## config.mk

```make
export PLATFORM = sky130hd
export DESIGN_NAME = fetch_stage
export DESIGN_NICKNAME = d
export VERILOG_FILES = /design/src/rtl/fetch_pkg.sv /design/src/rtl/fetch_skid_buffer.sv /design/src/rtl/fetch_stage.sv
export SDC_FILE = /design/constraint.sdc
export NUM_CORES = 1
export LEC_CHECK = 0
export CAP_MARGIN = 20
export CORE_UTILIZATION = 53
export DETAILED_ROUTE_END_ITERATION = 10
export PLACE_DENSITY = 0.81
export SLEW_MARGIN = 20
export SYNTH_ARGS = -nofsm -noshare
export SYNTH_HDL_FRONTEND = slang
export SYNTH_SLANG_ARGS = --single-unit
```

## constraint.sdc

```tcl
create_clock -name clk -period 9.4 [get_ports clk]
set_input_delay 2.82 -clock clk [delete_from_list [all_inputs] [get_ports clk]]
set_output_delay 2.82 -clock clk [all_outputs]
set_load 0.005 [all_outputs]
```

## src/rtl/fetch_pkg.sv

```systemverilog
// fetch_pkg: shared definitions for the instruction-fetch stage.
//   - address/data widths of the instruction port
//   - FSM state encoding (FETCH, HOLD)
//   - reset PC default, bubble encoding (NOP) and PC increment
package fetch_pkg;

   localparam int InstAddrWidth = 32;
   localparam int InstDataWidth = 32;

   localparam logic [InstAddrWidth-1:0] RESET_PC_DEFAULT = 32'h0000_0000;
   localparam logic [InstDataWidth-1:0] NOP              = 32'h0000_0000;
   localparam logic [InstAddrWidth-1:0] PC_INC           = 32'd4;

   typedef enum logic {
      FETCH = 1'b0,
      HOLD  = 1'b1
   } fetch_state_e;

endpackage

```

## src/rtl/fetch_skid_buffer.sv

```systemverilog
// fetch_skid_buffer: one-entry {pc_plus4, inst} holding register that
// keeps a completed fetch while the hazard unit stalls IF/ID.
// Ports:
//   clk, rst       - clock, asynchronous active-high reset (clears entry)
//   load_i         - capture pc_plus4_i / inst_i
//   unload_i       - entry consumed; cleared back to empty contents
//   pc_plus4_i/o   - address of the buffered instruction + 4
//   inst_i/o       - buffered instruction word
module fetch_skid_buffer
   import fetch_pkg::*;
(
   input  logic                     clk,
   input  logic                     rst,
   input  logic                     load_i,
   input  logic                     unload_i,
   input  logic [InstAddrWidth-1:0] pc_plus4_i,
   input  logic [InstDataWidth-1:0] inst_i,
   output logic [InstAddrWidth-1:0] pc_plus4_o,
   output logic [InstDataWidth-1:0] inst_o
);

   logic [InstAddrWidth-1:0] pc_plus4_q;
   logic [InstDataWidth-1:0] inst_q;

   always_ff @(posedge clk or posedge rst) begin
      if (rst) begin
         pc_plus4_q <= '0;
         inst_q     <= NOP;
      end else if (load_i) begin
         pc_plus4_q <= pc_plus4_i;
         inst_q     <= inst_i;
      end else if (unload_i) begin
         pc_plus4_q <= '0;
         inst_q     <= NOP;
      end
   end

   assign pc_plus4_o = pc_plus4_q;
   assign inst_o     = inst_q;

endmodule

```

## src/rtl/fetch_stage.sv

```systemverilog
// fetch_stage: MIPS instruction-fetch stage. Owns the PC, drives the
// instruction-memory request handshake and loads the IF/ID register.
// Optional feature macro: FETCH_DELAY_SLOT_EN
//   defined   - word in flight when a redirect is accepted goes to ID
//   undefined - that word is squashed and replaced by a bubble
// Ports:
//   clk, rst            - clock, asynchronous active-high reset
//   stall_IF            - hazard unit holds PC and IF/ID
//   is_branch           - redirect request from ID
//   branch_address      - redirect target (low two bits ignored)
//   imem_req/imem_addr  - fetch request and address (address == PC)
//   imem_ready          - response valid (may come with the request)
//   imem_rdata          - instruction word
//   pc_plus4_ID/inst_ID/valid_ID - IF/ID register
//   fetch_stall         - request outstanding without response
module fetch_stage
   import fetch_pkg::*;
#(
   parameter logic [InstAddrWidth-1:0] RESET_PC = RESET_PC_DEFAULT
) (
   input  logic                     clk,
   input  logic                     rst,
   input  logic                     stall_IF,
   input  logic                     is_branch,
   input  logic [InstAddrWidth-1:0] branch_address,
   output logic                     imem_req,
   output logic [InstAddrWidth-1:0] imem_addr,
   input  logic                     imem_ready,
   input  logic [InstDataWidth-1:0] imem_rdata,
   output logic [InstAddrWidth-1:0] pc_plus4_ID,
   output logic [InstDataWidth-1:0] inst_ID,
   output logic                     valid_ID,
   output logic                     fetch_stall
);

`ifdef FETCH_DELAY_SLOT_EN
   localparam bit DelaySlot = 1'b1;
`else
   localparam bit DelaySlot = 1'b0;
`endif

   fetch_state_e             state_q, state_d;
   logic [InstAddrWidth-1:0] pc_q, pc_d;
   logic [InstAddrWidth-1:0] redir_pc_q, redir_pc_d;
   logic                     redir_pend_q, redir_pend_d;
   logic [InstAddrWidth-1:0] pc_plus4_id_q, pc_plus4_id_d;
   logic [InstDataWidth-1:0] inst_id_q, inst_id_d;
   logic                     valid_id_q, valid_id_d;

   logic                     skid_load, skid_unload;
   logic [InstAddrWidth-1:0] skid_pc_plus4;
   logic [InstDataWidth-1:0] skid_inst;

   logic                     fire, accept, redir_go;
   logic [InstAddrWidth-1:0] pc_plus4, br_tgt, redir_tgt;

   // Request is dropped combinationally while reset is held so an
   // outstanding fetch is abandoned immediately.
   assign imem_req    = (state_q == FETCH) && !rst;
   assign imem_addr   = pc_q;
   assign fetch_stall = imem_req && !imem_ready;

   assign fire     = imem_req && imem_ready;
   assign pc_plus4 = pc_q + PC_INC;
   assign br_tgt   = branch_address & ~32'h3;
   // A pending redirect has already been latched; ignore new branches.
   assign accept    = is_branch && valid_id_q && !stall_IF && !redir_pend_q;
   assign redir_go  = redir_pend_q || accept;
   assign redir_tgt = redir_pend_q ? redir_pc_q : br_tgt;

   always_comb begin
      state_d       = state_q;
      pc_d          = pc_q;
      redir_pc_d    = redir_pc_q;
      redir_pend_d  = redir_pend_q;
      pc_plus4_id_d = pc_plus4_id_q;
      inst_id_d     = inst_id_q;
      valid_id_d    = valid_id_q;
      skid_load     = 1'b0;
      skid_unload   = 1'b0;

      unique case (state_q)
         FETCH: begin
            if (fire) begin
               pc_d = redir_go ? redir_tgt : pc_plus4;
               if (redir_go) begin
                  redir_pend_d = 1'b0;
               end
               if (redir_go && !DelaySlot) begin
                  // Squashed word: bubble unless IF/ID is being held.
                  if (!stall_IF) begin
                     inst_id_d  = NOP;
                     valid_id_d = 1'b0;
                  end
               end else if (!stall_IF) begin
                  pc_plus4_id_d = pc_plus4;
                  inst_id_d     = imem_rdata;
                  valid_id_d    = 1'b1;
               end else begin
                  skid_load = 1'b1;
                  state_d   = HOLD;
               end
            end else begin
               if (accept) begin
                  redir_pc_d   = br_tgt;
                  redir_pend_d = 1'b1;
               end
               if (!stall_IF) begin
                  inst_id_d  = NOP;
                  valid_id_d = 1'b0;
               end
            end
         end
         HOLD: begin
            if (!stall_IF) begin
               state_d     = FETCH;
               skid_unload = 1'b1;
               // The buffered word is the in-flight fetch; the PC has
               // already advanced past it but not been requested yet,
               // so the target can be loaded directly.
               if (accept) begin
                  pc_d = br_tgt;
               end
               if (accept && !DelaySlot) begin
                  inst_id_d  = NOP;
                  valid_id_d = 1'b0;
               end else begin
                  pc_plus4_id_d = skid_pc_plus4;
                  inst_id_d     = skid_inst;
                  valid_id_d    = 1'b1;
               end
            end
         end
         default: state_d = FETCH;
      endcase
   end

   always_ff @(posedge clk or posedge rst) begin
      if (rst) begin
         state_q       <= FETCH;
         pc_q          <= RESET_PC;
         redir_pc_q    <= '0;
         redir_pend_q  <= 1'b0;
         pc_plus4_id_q <= '0;
         inst_id_q     <= NOP;
         valid_id_q    <= 1'b0;
      end else begin
         state_q       <= state_d;
         pc_q          <= pc_d;
         redir_pc_q    <= redir_pc_d;
         redir_pend_q  <= redir_pend_d;
         pc_plus4_id_q <= pc_plus4_id_d;
         inst_id_q     <= inst_id_d;
         valid_id_q    <= valid_id_d;
      end
   end

   fetch_skid_buffer u_skid (
      .clk        (clk),
      .rst        (rst),
      .load_i     (skid_load),
      .unload_i   (skid_unload),
      .pc_plus4_i (pc_plus4),
      .inst_i     (imem_rdata),
      .pc_plus4_o (skid_pc_plus4),
      .inst_o     (skid_inst)
   );

   assign pc_plus4_ID = pc_plus4_id_q;
   assign inst_ID     = inst_id_q;
   assign valid_ID    = valid_id_q;

endmodule
```

==> impl_metrics.json <==
{
  "fin_util_pct": 68.54,
  "synth_cell_types": 60,
  "cts_setup_buffers": 0,
  "slew_headroom_pct": 26.90,
  "p_per_area_mw_per_mm2": 275.9,
  "ys_async_sr_fraction_pct": 100.0,
  "worstPathMaxFanout": 7,
  "nets": 1078,
  "htree_num_levels": 4,
  "holdBufCountCts": 0,
  "port_buffers": 161,
  "cp.arrival_ns": 4.20,
  "p_leak_nw": 4.673,
  "r2r_start": "state_q$_DFF_PP0_",
  "crit_chain": "clkdlybuf4s50_1, nor3_1, clkdlybuf4s50_1",
  "start_kind": "input port",
  "slowest_stage": "clkdlybuf4s50_1",
  "dp.cells": 1209,
  "io_pins": 168,
  "synth_area_sq_mm": 0.008965,
  "grt_max_degree": 126,
  "synth_edf_count": 0,
  "period_share_pct": 74.67,
  "finalPower_mw": 3.125,
  "placed_area_sq_mm": 0.01072,
  "clk_pin_slew_ns": 0.07,
  "rrSetupSlack_ns": 6.28,
  "rsz0062_at_grt": "false",
  "yosysWarnings": 0,
  "ys_seq_area_share_pct": 52.20,
  "min-delay-start": "u_skid.pc_plus4_o[27]$_DFFE_PP0P_",
  "post-place-ws_ns": 2.411,
  "clk_path_buf_depth": 2,
  "grt_pass1_vias": 7422,
  "die_y_microns": 132.1,
  "drive_above_1_share_pct": 10.09,
  "gr-total-overflow": 0,
  "wirelength_microns": 24870,
  "clock-sinks": 187,
  "outcome": "complete, no violations",
  "placementRows": 47,
  "fin_area_sq_mm": 0.01133,
  "cts_resized": 0,
  "ys.flop_type": "dfrtp_1",
  "gp_congestion": 0.8682,
  "area_delta_synth_final_pct": 26.34,
  "cp_common_cell": "clkdlybuf4s50_1",
  "hold_depth": 2,
  "drcViolationCount": 0,
  "reg2regPathDepth": 6,
  "grt.total_usage_pct": 29.47,
  "cts_buffers": 17,
  "skew_ns": 0.009083,
  "mostFrequentLayoutCells": "dfrtp_1, clkdlybuf4s50_1, nand2_1",
  "fp.coreArea_sq_mm": 0.01652,
  "diodes": 0,
  "ys_ff_latch": 187,
  "drt-initial-drc-count": 878,
  "setup_viol": 0,
  "syn_area_per_cell_sq_um": 10.14,
  "wl_per_cell_microns": 20.04,
  "cts_root_buffer": "clkbuf_16",
  "crit_type": "in2out",
  "syn_inst": 884,
  "clock.fmax_ghz": 0.1425,
  "finalCriticalPeriod_ns": 7.019,
  "dp_hpwl_microns": 16240,
  "cts_tree": "done",
  "die_width_microns": 132.1,
  "antenna_left": 0,
  "reg2reg_to": "u_skid.inst_o[5]$_DFFE_PP0P_",
  "hold_end": "u_skid.pc_plus4_o[27]$_DFFE_PP0P_",
  "antenna_found_initial": 0,
  "cp.required_ns": 6.58,
  "worst_pin_slew_ns": 1.088,
  "grt_pass1_wl_microns": 40370,
  "viasPerCell": 6.312,
  "die_area_sq_mm": 0.01744,
  "maxCapViolations": 0,
  "vias": 7833,
  "start_util_pct": 54.25,
  "slew_violations": 0,
  "finalHoldViolCount": 0,
  "whs_ns": 0.4769,
  "end_kind": "primary output",
  "cpPeakStageDelay_ns": 0.61,
  "layout_commonest_cell": "dfrtp_1",
  "final.setup.tns_ns": 0,
  "setup_ws_ns": 2.381,
  "hp-class": "reg2reg",
  "ir_worst_vdd_uv": 172.8,
  "firstDrtPassIters": 5,
  "clock_latency_ns": 0.44,
  "instances_no_fill": 1241
}
[cells by family (layout without fill, tap and decap cells)]
family                     Yosys count  in the layout  share of synthesized area, %
AOI/OAI and AO/OA                  298            298                         22.64
xor gates and xnor gates            18             18                         1.759
adders and majority gates            1              1                        0.1395
buffers and inverters               83            217                         3.782
DFF                                187            187                         52.20
muxes                               41             41                         5.038
other                                1              4                       0.04183
and+or+nand+nor                    255            255                         14.40
[registers in the layout (all words and copies together), names as in the netlist]
| register | cells |
|---|---|
| redir_pend_q | 1 |
| u_skid.pc_plus4_o | 30 |
| pc_plus4_ID | 30 |
| inst_ID | 32 |
| state_q | 1 |
| imem_addr | 30 |
| u_skid.inst_o | 32 |
| valid_ID | 1 |
| redir_pc_q | 30 |
[cells in the mapped netlist, types with 5 or more instances]
master,count,share of area (%)
buf_1,7,0.29
nor3_1,24,1.3
nor4_1,9,0.63
mux2i_1,8,0.89
a22oi_1,40,3.3
clkbuf_1,53,2.2
o31ai_1,5,0.42
nor3b_1,5,0.42
a221oi_1,7,0.68
nand3_1,25,1.4
a222oi_1,5,0.56
dfrtp_1,187,52
nand2_1,113,4.7
a22o_1,53,5.2
and4_1,5,0.49
nand4_1,6,0.42
mux2_2,33,4.1
o211ai_1,8,0.67
o21ai_0,108,6.0
inv_1,9,0.38
nor2_1,28,1.2
xnor2_1,14,1.4
and3_1,6,0.42
a21oi_1,24,1.3
o31a_1,9,0.88
buf_2,10,0.56
[per-layer routing]
metal	GRT usage [%]	part of all wire [%]	up-vias
met1	43.26	43	3862
met3	4.729	7.8	51
met2	44.30	47	380
met5	0	0	-
met4	10.72	2.5	0
li1	-	-	3540
[cell type report]
type                       count  area, sq um
fill                        1235         5199
multi-input combinational    617         4005
inverter                       9        41.29
timing repair buffer         176         1724
clock inverter                15        175.2
sequential                   187         4679
clock buffer                  17        425.4
tap                          220        275.3
[how the worst max path moves through the flow]
stage / startpoint / end / depth (start not counted)
floorplan: rst / imem_addr[10]$_DFFE_PP0P_ / 1
global placement: rst / fetch_stall / 3
global route: rst / fetch_stall / 3
finish: rst / fetch_stall / 3
CTS: rst / fetch_stall / 3
detailed placement: rst / fetch_stall / 3
[power breakdown]
part	internal (mW)	leakage, nW	total [mW]	switching [mW]
Clock	0.381	0.282	0.729	0.348
Sequential	1.09	2.36	1.36	0.270
Combinational	0.559	2.03	1.03	0.472
[critical path: cells and delay by family]
kind,cells,cell delay (ns)
buf+inv,2,1.13
simple gates,1,0.25
Power figures use the tool's default switching activity.
